--- src/rtl/ps2_pkg.sv ---
// ps2_pkg: shared constants, FSM encoding and Set 2 make-code lookup for the PS/2 key emitter
package ps2_pkg;
  localparam logic [7:0] SC_BREAK = 8'hF0;
  localparam int FRAME_BITS = 11;
  typedef logic [1:0] state_t;
  localparam state_t S_IDLE = 2'd0;
  localparam state_t S_LOAD = 2'd1;
  localparam state_t S_TX   = 2'd2;
  localparam state_t S_GAP  = 2'd3;
  // Entry 0 (A) sits in the low byte, entry 25 (Z) in the high byte.
  localparam logic [26*8-1:0] MAKE_TBL = {
    8'h1A, 8'h35, 8'h22, 8'h1D, 8'h2A, 8'h3C, 8'h2C, 8'h1B, 8'h2D, 8'h15, 8'h4D, 8'h44, 8'h31,
    8'h3A, 8'h4B, 8'h42, 8'h3B, 8'h43, 8'h33, 8'h34, 8'h2B, 8'h24, 8'h23, 8'h21, 8'h32, 8'h1C};
  function automatic logic [7:0] ps2_make_code(input logic [4:0] idx);
    return MAKE_TBL[{idx, 3'b000} +: 8];
  endfunction
endpackage

--- src/rtl/ps2_byte_tx.sv ---
// ps2_byte_tx: serialises one byte as an 11-bit device-to-host PS/2 frame
module ps2_byte_tx
  import ps2_pkg::*;
#(
  parameter int HALF = 4000
) (
  input  logic       clk,
  input  logic       reset_n,
  input  logic       tx_valid,
  input  logic [7:0] tx_byte,
  output logic       tx_ready,
  output logic       ps2_clk,
  output logic       ps2_data
);
  localparam int CW = $clog2(2 * HALF);
  logic                  active;
  logic [CW-1:0]         cnt;
  logic [3:0]            slot;
  logic [FRAME_BITS-1:0] sh;
  assign tx_ready = !active;
  always_ff @(posedge clk) begin
    if (!reset_n) begin
      active   <= 1'b0;
      cnt      <= '0;
      slot     <= '0;
      sh       <= '1;
      ps2_clk  <= 1'b1;
      ps2_data <= 1'b1;
    end else if (!active) begin
      if (tx_valid) begin
        active   <= 1'b1;
        cnt      <= '0;
        slot     <= '0;
        sh       <= {1'b1, ~^tx_byte, tx_byte, 1'b0};
        ps2_clk  <= 1'b1;
        ps2_data <= 1'b0;
      end
    end else if (cnt == CW'(2 * HALF - 1)) begin
      // Slot boundary: data changes here while the clock is high.
      cnt     <= '0;
      ps2_clk <= 1'b1;
      if (slot == 4'(FRAME_BITS - 1)) begin
        active   <= 1'b0;
        ps2_data <= 1'b1;
      end else begin
        slot     <= slot + 1'b1;
        sh       <= sh >> 1;
        ps2_data <= sh[1];
      end
    end else begin
      cnt     <= cnt + 1'b1;
      ps2_clk <= cnt < CW'(HALF - 1);
    end
  end
endmodule

--- src/rtl/ps2_key_emitter.sv ---
// ps2_key_emitter: turns letter-key level changes into PS/2 Set 2 make/break frames
module ps2_key_emitter
  import ps2_pkg::*;
#(
  parameter int CLK_HZ = 100_000_000,
  parameter int PS2_HZ = 12_500
) (
  input  logic        clk,
  input  logic        reset_n,
  input  logic [25:0] key_status,
  output logic        ps2_clk,
  output logic        ps2_data,
  output logic        busy
);
  localparam int HALF = CLK_HZ / (2 * PS2_HZ);
  localparam int GW = $clog2(2 * HALF);
  state_t        state;
  logic [25:0]   key_prev;
  logic [25:0]   diff;
  logic [4:0]    idx;
  logic [7:0]    q0, q1;
  logic [1:0]    q_n;
  logic [GW-1:0] gap;
  logic          gap_end;
  logic          tx_ready;
  assign diff = key_status ^ key_prev;
  always_comb begin
    idx = '0;
    for (int i = 25; i >= 0; i--) if (diff[i]) idx = 5'(i);
  end
  // The TX-done cycle already counts as idle line time, and a following LOAD takes one more.
  assign gap_end = gap == (q_n != 0 ? GW'(2 * HALF - 3) : GW'(2 * HALF - 2));
  ps2_byte_tx #(.HALF(HALF)) u_tx (
    .clk      (clk),
    .reset_n  (reset_n),
    .tx_valid (state == S_LOAD),
    .tx_byte  (q0),
    .tx_ready (tx_ready),
    .ps2_clk  (ps2_clk),
    .ps2_data (ps2_data)
  );
  always_ff @(posedge clk) begin
    if (!reset_n) begin
      state    <= S_IDLE;
      key_prev <= '0;
      q0       <= '0;
      q1       <= '0;
      q_n      <= '0;
      gap      <= '0;
      busy     <= 1'b0;
    end else begin
      case (state)
        S_IDLE: if (diff != 0) begin
          key_prev[idx] <= key_status[idx];
          q0    <= key_status[idx] ? ps2_make_code(idx) : SC_BREAK;
          q1    <= ps2_make_code(idx);
          q_n   <= key_status[idx] ? 2'd1 : 2'd2;
          state <= S_LOAD;
        end
        S_LOAD: begin
          q0    <= q1;
          q_n   <= q_n - 1'b1;
          busy  <= 1'b1;
          state <= S_TX;
        end
        S_TX: if (tx_ready) begin
          gap   <= '0;
          state <= S_GAP;
        end
        default: if (gap_end) begin
          busy  <= q_n != 0;
          state <= q_n != 0 ? S_LOAD : S_IDLE;
        end else gap <= gap + 1'b1;
      endcase
    end
  end
endmodule

--- config.mk ---
export PLATFORM = sky130hd
export DESIGN_NAME = ps2_key_emitter
export DESIGN_NICKNAME = d
export VERILOG_FILES = /design/src/rtl/ps2_pkg.sv /design/src/rtl/ps2_byte_tx.sv /design/src/rtl/ps2_key_emitter.sv
export SDC_FILE = /design/constraint.sdc
export NUM_CORES = 1
export LEC_CHECK = 0
export BUFFER_PORTS_ARGS = -buffer_cell sky130_fd_sc_hd__buf_2
export CAP_MARGIN = 40
export CORE_UTILIZATION = 62
export CTS_CLUSTER_SIZE = 8
export DETAILED_ROUTE_END_ITERATION = 6
export GPL_TIMING_DRIVEN = 0
export PLACE_DENSITY = 0.85
export SYNTH_ARGS = -nofsm -noshare
export SYNTH_HDL_FRONTEND = slang
export SYNTH_SLANG_ARGS = --single-unit
--- constraint.sdc ---
create_clock -name clk -period 3.9 [get_ports clk]
set_input_delay 0.39 -clock clk [delete_from_list [all_inputs] [get_ports clk]]
set_output_delay 0.39 -clock clk [all_outputs]
set_load 0.05 [all_outputs]
Word level (Yosys, flattened, before mapping)
Cells that the tools add are included. W data, S select, Z words.

Register bits: 91. Input bits: 28. Output and inout port bits: 3. Word-level logic and storage cells: 122.

Add/sub/neg operators: 4. $lt $le $gt $ge: 3. Eq/ne operators: 10. Shift-type cells: 1. Mux-type cells: 70. Bitwise operators: 3. Reduce and logical (&&, ||, !) cells: 18.

Operators with widths (count): $shiftx A208 B9 Y8 const A (1); $mux W5 (26); $mux W13 (5); $mux W11 (4); $add A13 B1 Y13 const B (2); $bwmux W26 (1); $pmux W13 S2 (1); $reduce_bool A26 Y1 (1); $xor A26 B26 Y26 (1); $mux W4 (4); $mux W8 (2); $pmux W8 S2 (1); $mux W1 (15); $eq A13 B13 Y1 (1); $eq A13 B13 Y1 const B (1); $lt A13 B12 Y1 const B (1); $mux W2 (6); $reduce_and A3 Y1 (3); $ne A2 B2 Y1 const B (4); $reduce_and A2 Y1 (4); $reduce_bool A2 Y1 (4); $reduce_xnor A8 Y1 (1); $lt A5 B6 Y1 const B (1); $pmux W2 S3 (1); other kinds (16) (18).

Longest topological paths before layout
Gate-level depths: netlist of run 1.

Word-level depth: 32. Depth in mapped cells: 16. Depth with buffers taken out: 14.

Hierarchy
From an unflattened synthesis of run 1, not the netlist that was laid out.

Cells, all modules: 693. Area, all modules: 5670.4 um^2.

Modules (own cells, without submodules): ps2_key_emitter (times used 1, cells each 509, area each 4106.4 um^2, seq. area each 1181.1 um^2); ps2_byte_tx (times used 1, cells each 184, area each 1564.0 um^2, seq. area each 600.6 um^2).

Least setup slack after synthesis of run 1
OpenSTA, ideal clock, no wires.

Path kind: input to register. Start point: input port key_status[17]. End point: register q0[0]. Library setup time: 0.123 ns. Arrival time: 2.875 ns. Required time: 3.777 ns. Path slack: 0.902 ns. Stages: 15. Path buffers: 2. Path through: xor2_1 > nor4_1 > o31ai_1 > a211oi_2 > clkbuf_1 > inv_1 > ha_1 > clkbuf_2 > inv_1 > mux2i_1 > a22oi_1 > mux2_2 > nor2_1 > a221oi_1 > nor2_1.

Cells in the longest elaborated chain, start to end: 24. Elaborated cells on any way between the ends: 28. Classes of those cells: 1 x eq/ne; 1 x shift; 23 x mux; 1 x bitwise; 2 x reduce/logical.

RTL lines: from (decl) (RTL line ps2_key_emitter.sv:10) `input logic [25:0] key_status,`; branches (longest 24 deep; another with $xor A26 B26 Y26); to (signal assigned) (RTL line ps2_key_emitter.sv:55) `q0 <= key_status[idx] ? ps2_make_code(idx) : SC_BREAK;`; to (signal assigned) (RTL line ps2_key_emitter.sv:61) `q0 <= q1;`; to (decl) (RTL line ps2_key_emitter.sv:21) `logic [7:0] q0, q1;`.

Parallel ways; which one is timed is not known. The select of a mux whose other input is x is not followed. A chain may end at the register's enable or synchronous reset.

Final worst setup path of run 1
Start point: register key_prev[6]. End point: register q1[3].

Cells in the longest elaborated chain, start to end: 9. Elaborated cells on any way between the ends: 11. Classes of those cells: 1 x shift; 7 x mux; 1 x bitwise; 2 x reduce/logical.

RTL lines: from (decl) (RTL line ps2_key_emitter.sv:18) `logic [25:0] key_prev;`; from (signal, indexed assignment) (RTL line ps2_key_emitter.sv:54) `key_prev[idx] <= key_status[idx];`; $xor A26 B26 Y26 * (RTL line ps2_key_emitter.sv:26) `assign diff = key_status ^ key_prev;`; $mux W5 (7 in series) (RTL line ps2_key_emitter.sv:29) `for (int i = 25; i >= 0; i--) if (diff[i]) idx = 5'(i);`; $shiftx A208 B9 Y8 (RTL line ps2_pkg.sv:15) `return MAKE_TBL[{idx, 3'b000} +: 8];`; to (signal assigned) (RTL line ps2_key_emitter.sv:56) `q1 <= ps2_make_code(idx);`; to (decl) (RTL line ps2_key_emitter.sv:21).

Every way passes the cells marked *; elsewhere a longest branch is shown, timed or not.

==> results.yml, run 1 <==
logic_synthesis:
  synth_top_family_by_area: "simple AND/OR/NAND/NOR gates"
  synth_area_mm2: 0.005529
  yosys.area_share.simple_pct: 24.28
  ys.flop_type: "dfxtp_1"
  synth_fa_ha_area_share_pct: 3.847
  ys_ff_latch: 89
  synthDistinctLibCells: 70
  synth-xor-area-share_pct: 8.509
  yosysWarnings: 0
  synth_mux_area_share_pct: 8.011
  syn_nets: 719
  synth-compound-area-share_pct: 18.71
  async_flop_share_pct: 0
  netlist_instances: 674
  synth_edf_count: 0
  postSynthAreaPerCell_um2: 8.203
  synth-seq-area-share_pct: 32.22
sta:
  hold_viol: 0
  timing.setup.tns_ns: 0
  setup_slack_ns: 0.3449
  fmax_ghz: 0.2813
  slew_violations: 0
  finalCriticalPeriod_ns: 3.555
  rsz0062_at_grt: "false"
  worst_pin_slew_ns: 0.8700
  setup_viol: 0
  min_period_over_period_pct: 91.16
  finClkSkew_ns: 0.01823
  maxSlewHeadroom_pct: 41.89
setup_path:
  crit_fanout: 12
  cp-start-kind: "register"
  cp-startpoint: "key_prev[6]$_SDFFE_PN0P_"
  critical_path_arrival_ns: 3.83
  crit_type: "register to register"
  end_kind: "register"
  rr_startpoint: "key_prev[6]$_SDFFE_PN0P_"
  required_ns: 4.18
global_route:
  grt_pass1_vias: 4791
  antenna_found_initial: 0
  overflow: 0
  grt_pass1_wl_um: 21880
  grt_start_max_net_pins: 19
  grt_use_total_pct: 30.57
power_and_ir_drop:
  power_leakage_nw: 2.271
  p_switching_mw: 1.759
  powerDensity_mw_per_mm2: 646.3
  internal-power_mw: 2.128
  p_sw_share_pct: 45.25
  pwr-share-comb_pct: 52.6
  pwr-share-seq_pct: 31.3
  total_power_mw: 3.887
  power_frac_clock_pct: 16.1
  peakVddDrop_uv: 309.1
layout:
  finalCoreUtilization_pct: 69.31
  syn_to_final_growth_pct: 8.780
  drive_gt1_share_pct: 10.26
  nets: 761
  nFillCells: 734
  antenna_cells: 0
clock_tree:
  root_buffer: "clkbuf_8"
  cts_inserted_buffers: 9
  htree_levels: 3
  clk_pin_slew_ns: 0.10
  worstSkewPairLatency_ns: 0.37
  clock-sinks: 89
  cts_hold_buf: 0
  post_cts.repair.setup_buffers: 0
  cts_tree: "built"
  clock_path_buffers: 2
  cts_resized: 0
floorplan:
  die_h_um: 96.44
  coreArea_mm2: 0.008678
  ios: 31
  start_util_pct: 63.71
  die_area_mm2: 0.009300
  num_rows: 34
  die_w_um: 96.44
hold_path:
  min_path_type: "input pin to register"
  worstHoldStart: "reset_n"
place:
  routabilityCongestion: 0.9850
  io_buffer_count: 30
  dp_hpwl_um: 10320
  pre_cts_slack_ns: 0.1353
drt:
  wl_um: 13620
  ant_nets: 0
  drc: 0
  initialDrtViolationCount: 200
  dr.pass1.iters: 5
  via_count: 5062
  routedWlPerCell_um: 16.43
  viasPerCell: 6.106
run:
  cap_violations: 0
status:
  status: "finished clean"
-- state kept, by name (all words and copies together), names as in the netlist --
signal and cells:
key_prev 26, gap 13, u_tx.cnt 13, u_tx.sh 10, q0 8, q1 7, u_tx.slot 4, q_n 2
state 2, busy 1, u_tx.active 1, u_tx.ps2_clk 1, u_tx.ps2_data 1
-- cells in the mapped netlist (all sizes together) (6+ instances only) --
master  number  area, um2
o21ai       43      215.2
o211ai      17      127.6
nand4       10      62.56
and3         8      50.05
nor3b        9      67.56
o22ai        6      43.79
nand3       25      125.1
xor2        19      166.4
and2        11      68.82
a21boi      13      97.59
ha          17      212.7
buf         10      81.33
nor3        10      55.05
nand2       80      307.8
mux2i       42      420.4
a21oi       23      115.1
nor2b       33      206.5
clkbuf      29      110.1
a31oi        8      50.05
nor2        57      214.0
dfxtp       89       1782
xnor2       33      304.0
inv         14      52.55
or3          6      37.54
-- layout make-up --
class                      count  area [um2]  area share (%)
sequential                    89        1782           29.62
multi-input combinational    532        3503           58.25
clock buffer                   9       123.9           2.059
timing repair buffer          31       155.1           2.580
clock inverter                 7       70.07           1.165
tap                          108       135.1           2.247
inverter                      14       52.55          0.8737
buffer                        39       192.7           3.204
-- worst max-delay path, cell delays in order (launching register included) --
cell and delay [ns]:
dfxtp_1 0.34, xnor2_2 0.21, a21boi_1 0.19, o2111ai_1 0.18, nor4b_1 0.52, or2_1 0.19, buf_6 0.13, buf_6 0.16
ha_1 0.15, clkbuf_1 0.39, nand3_1 0.20, o311a_1 0.17, o21ai_0 0.16, o21bai_1 0.18, nor2_1 0.07, nor3b_1 0.21
-- metrics by stage --
step / hold WS [ns] / instances / cell area [um2]
floorplan: 0.4267 / 674 / 5529
global placement: 0.4394 / 812 / 5814
detailed placement: 0.4470 / 813 / 5819
CTS: 0.4473 / 829 / 6013
global route: 0.4646 / 829 / 6015
finish: 0.4555 / 829 / 6015
-- final timing paths --
kind | end | slack, ns | cells past startpoint
worst min-delay path | gap[6]$_SDFFE_PN0P_ | 0.46 | 4
worst max register to register | q1[3]$_SDFFE_PN0P_ | 0.34 | 15
worst min register to register | key_prev[24]$_SDFFE_PN0P_ | 0.47 | 2
worst max-delay path | q1[3]$_SDFFE_PN0P_ | 0.34 | 15
-- cell usage in the layout, fill, tap and decap left out, drive strengths merged, types with 3 or more instances in the layout --
master	count
dfxtp	89
nand4b	3
xnor2	33
buf	41
mux2i	42
nor3	10
xor2	19
o211a	3
o21a	4
nor2	57
nand2	80
clkbuf	38
a21boi	13
o31ai	3
nor4	4
nand4	10
ha	17
a211oi	5
and2	11
o211ai	17
a21oi	23
a31oi	8
nor3b	9
a22oi	3
o221ai	3
nor2b	33
or2	3
o22ai	6
or3	6
o21ai	43
inv	18
a221oi	3
nand3	25
and3	8
-- cell families after synthesis --
group / Yosys count
AOI/OAI and AO/OA: 153
xor gates and xnor gates: 52
adders and majority gates: 17
buffers and inverters: 53
DFF: 89
muxes: 44
and+or+nand+nor: 266
-- power by group through the flow --
stage / sequential [mW] / clock (mW) / combinational [mW]
5_1_grt: 1.24 / 0.667 / 2.26
3_3_place_gp: 1.22 / 0 / 1.94
4_1_cts: 1.21 / 0.639 / 2.02
3_5_place_dp: 1.23 / 0 / 2.01
2_1_floorplan: 1.22 / 0 / 1.53
6_report: 1.22 / 0.626 / 2.05
-- routing by layer --
layer / track usage (%) / vias to the layer above / wire, um
met5: 0 / - / 0
met4: 17.28 / 0 / 524
li1: - / 2478 / -
met2: 53.84 / 161 / 6632
met1: 34.53 / 2380 / 5810
met3: 5.869 / 43 / 651
Power figures use the tool's default switching activity.
==> run 2: changes to the inputs <==
- CORE_UTILIZATION: 62 -> 46
- CTS_BUF_LIST: not set -> sky130_fd_sc_hd__clkbuf_8
- GPL_TIMING_DRIVEN: 0 -> 1
- PLACE_DENSITY: 0.85 -> 0.67
==> run 2 against run 1 <==
Net effect:
- the flow now finishes with violations (DRC)
- sequential power about the same
- clock-buffer cell count up 2
- wire length down 1.6%
- largest cell class unchanged
- register-to-register slack better by 0.16 ns
- non-clock buffer count down 25
- final area down 0.35%
- clock power down 0.6%
==> results.yml, run 2 (same netlist as run 1, synthesis figures left out) <==
status:
  status: "complete, but fails checks"
  violations: "DRC"
drt:
  viasPerCell: 5.832
  dr.pass1.iters: 7
  initialDrtViolationCount: 362
  wl_um: 13400
  via_count: 4893
  ant_nets: 0
  drc: 3
  routedWlPerCell_um: 15.97
layout:
  regMostFlops: "key_prev"
  nets: 736
  drive_gt1_share_pct: 11.35
  nFillCells: 1107
  final_cells: 839
  finalCoreUtilization_pct: 51.82
  syn_to_final_growth_pct: 8.396
  largest_reg_flops: 26
  mostFrequentLayoutCell: "dfxtp_1"
  final_cell_mix: "dfxtp_1, nand2_1, nor2_1"
  fin_area_mm2: 0.005993
  antenna_cells: 0
  reg_top3: "key_prev: 26 flops, gap: 13 flops, u_tx.cnt: 13 flops"
sta:
  hold_slack_ns: 0.4708
  finalCriticalPeriod_ns: 3.398
  setup_viol: 0
  rsz0062_at_grt: "false"
  maxSlewHeadroom_pct: 41.58
  worst_pin_slew_ns: 0.8745
  min_period_over_period_pct: 87.14
  setup_slack_ns: 0.5017
  hold_viol: 0
  fmax_ghz: 0.2943
  timing.setup.tns_ns: 0
  finClkSkew_ns: 0.01199
  slew_violations: 0
clock_tree:
  post_cts.repair.setup_buffers: 0
  cts_inserted_buffers: 9
  cts_hold_buf: 0
  worstSkewPairLatency_ns: 0.38
  clk_pin_slew_ns: 0.10
  root_buffer: "clkbuf_8"
  htree_levels: 3
  cts_resized: 0
  cts_tree: "built"
  clock_path_buffers: 2
  clock-sinks: 89
hold_path:
  min_path_type: "register to register"
  worstHoldStart: "u_tx.sh[10]$_SDFFE_PN1P_"
setup_path:
  cp-start-kind: "register"
  timing.rr.end: "q0[0]$_SDFFE_PN0P_"
  cp_cell_sequence: "xnor2_2, a21boi_1, o2111ai_1, nor4b_1, or2_1, buf_4, ha_1, mux2i_1, a22oi_1, mux2_2, nor2_1, a221oi_1, nor2_1"
  required_ns: 4.17
  critical_path_arrival_ns: 3.67
  end_kind: "register"
  cp-startpoint: "key_prev[6]$_SDFFE_PN0P_"
  crit_top_cell: "nor2_1"
  reg2reg_depth: 13
  r2r_setup_slack_ns: 0.50
  rr_startpoint: "key_prev[6]$_SDFFE_PN0P_"
  crit_type: "register to register"
  cp.depth: 13
  critPathMaxStageDelay_ns: 0.44
  cp_top_family: "simple AND/OR/NAND/NOR gates"
  critical_path.endpoint: "q0[0]$_SDFFE_PN0P_"
  crit_fanout: 9
  critPathBufInv: 1
  critical-path-slowest-cell: "nor4b_1"
place:
  io_buffer_count: 30
  dp_hpwl_um: 9751
  place_inst: 823
  pre_cts_slack_ns: 0.3869
  routabilityCongestion: 0.9257
  dpl_cell_area_mm2: 0.005804
global_route:
  antenna_found_initial: 0
  grt_pass1_wl_um: 22430
  overflow: 0
  grt_start_max_net_pins: 53
  grt_pass1_vias: 4756
  grt_use_total_pct: 22.20
floorplan:
  ios: 31
  start_util_pct: 47.81
  die_h_um: 111.6
  die_area_mm2: 0.01246
  num_rows: 39
  coreArea_mm2: 0.01156
  die_w_um: 111.6
power_and_ir_drop:
  power_leakage_nw: 2.263
  total_power_mw: 3.832
  peakVddDrop_uv: 219.4
  powerDensity_mw_per_mm2: 639.4
run:
  cap_violations: 0
==> run 2: cell types whose count changed in the layout (fill, tap and decap cells not counted), sizes merged <==
cell / before / now
clkinvlp: 1 / 2
clkinv: 2 / 1
clkbuf: 38 / 11
buf: 41 / 45
inv: 18 / 16
==> run 2: layer usage <==
metal	up-vias	routed length, um	global-route usage [%]
met4	0	487	10.27
met2	118	6333	36.94
li1	2419	-	-
met3	40	598	5.226
met5	-	0	0
met1	2316	5976	27.10
==> run 2: where the power goes <==
group          switching [mW]  internal (mW)  total [mW]
Combinational            1.20          0.794        1.99
Clock                   0.352          0.270       0.622
Sequential              0.132           1.09        1.22
==> run 2: how the worst min path moves through the flow <==
stage / depth (start not counted) / endpoint / slack, ns
3_3_place_gp: 1 / u_tx.sh[10]$_SDFFE_PN1P_ / 0.44
3_5_place_dp: 1 / u_tx.sh[10]$_SDFFE_PN1P_ / 0.44
5_1_grt: 1 / u_tx.sh[10]$_SDFFE_PN1P_ / 0.51
2_1_floorplan: 1 / u_tx.sh[10]$_SDFFE_PN1P_ / 0.43
4_1_cts: 1 / u_tx.sh[10]$_SDFFE_PN1P_ / 0.47
6_report: 1 / u_tx.sh[10]$_SDFFE_PN1P_ / 0.47
==> run 2: worst register-to-register path: stages (launching register included) <==
cell and delay (ns):
dfxtp_1 0.35, xnor2_2 0.24, a21boi_1 0.19, o2111ai_1 0.16
nor4b_1 0.44, or2_1 0.42, buf_4 0.25, ha_1 0.34
mux2i_1 0.13, a22oi_1 0.17, mux2_2 0.19, nor2_1 0.04
a221oi_1 0.31, nor2_1 0.08
==> run 2: cell type report <==
cell class              count  area [um2]  share of cell area (%)
repair buffers             45       272.8                   4.551
clock inverters             5       37.54                  0.6263
inverters                  14       52.55                  0.8768
well taps                 143       178.9                   2.985
clock buffers              11       151.4                   2.526
multi-input cells         532        3518                   58.71
flip-flops and latches     89        1782                   29.73
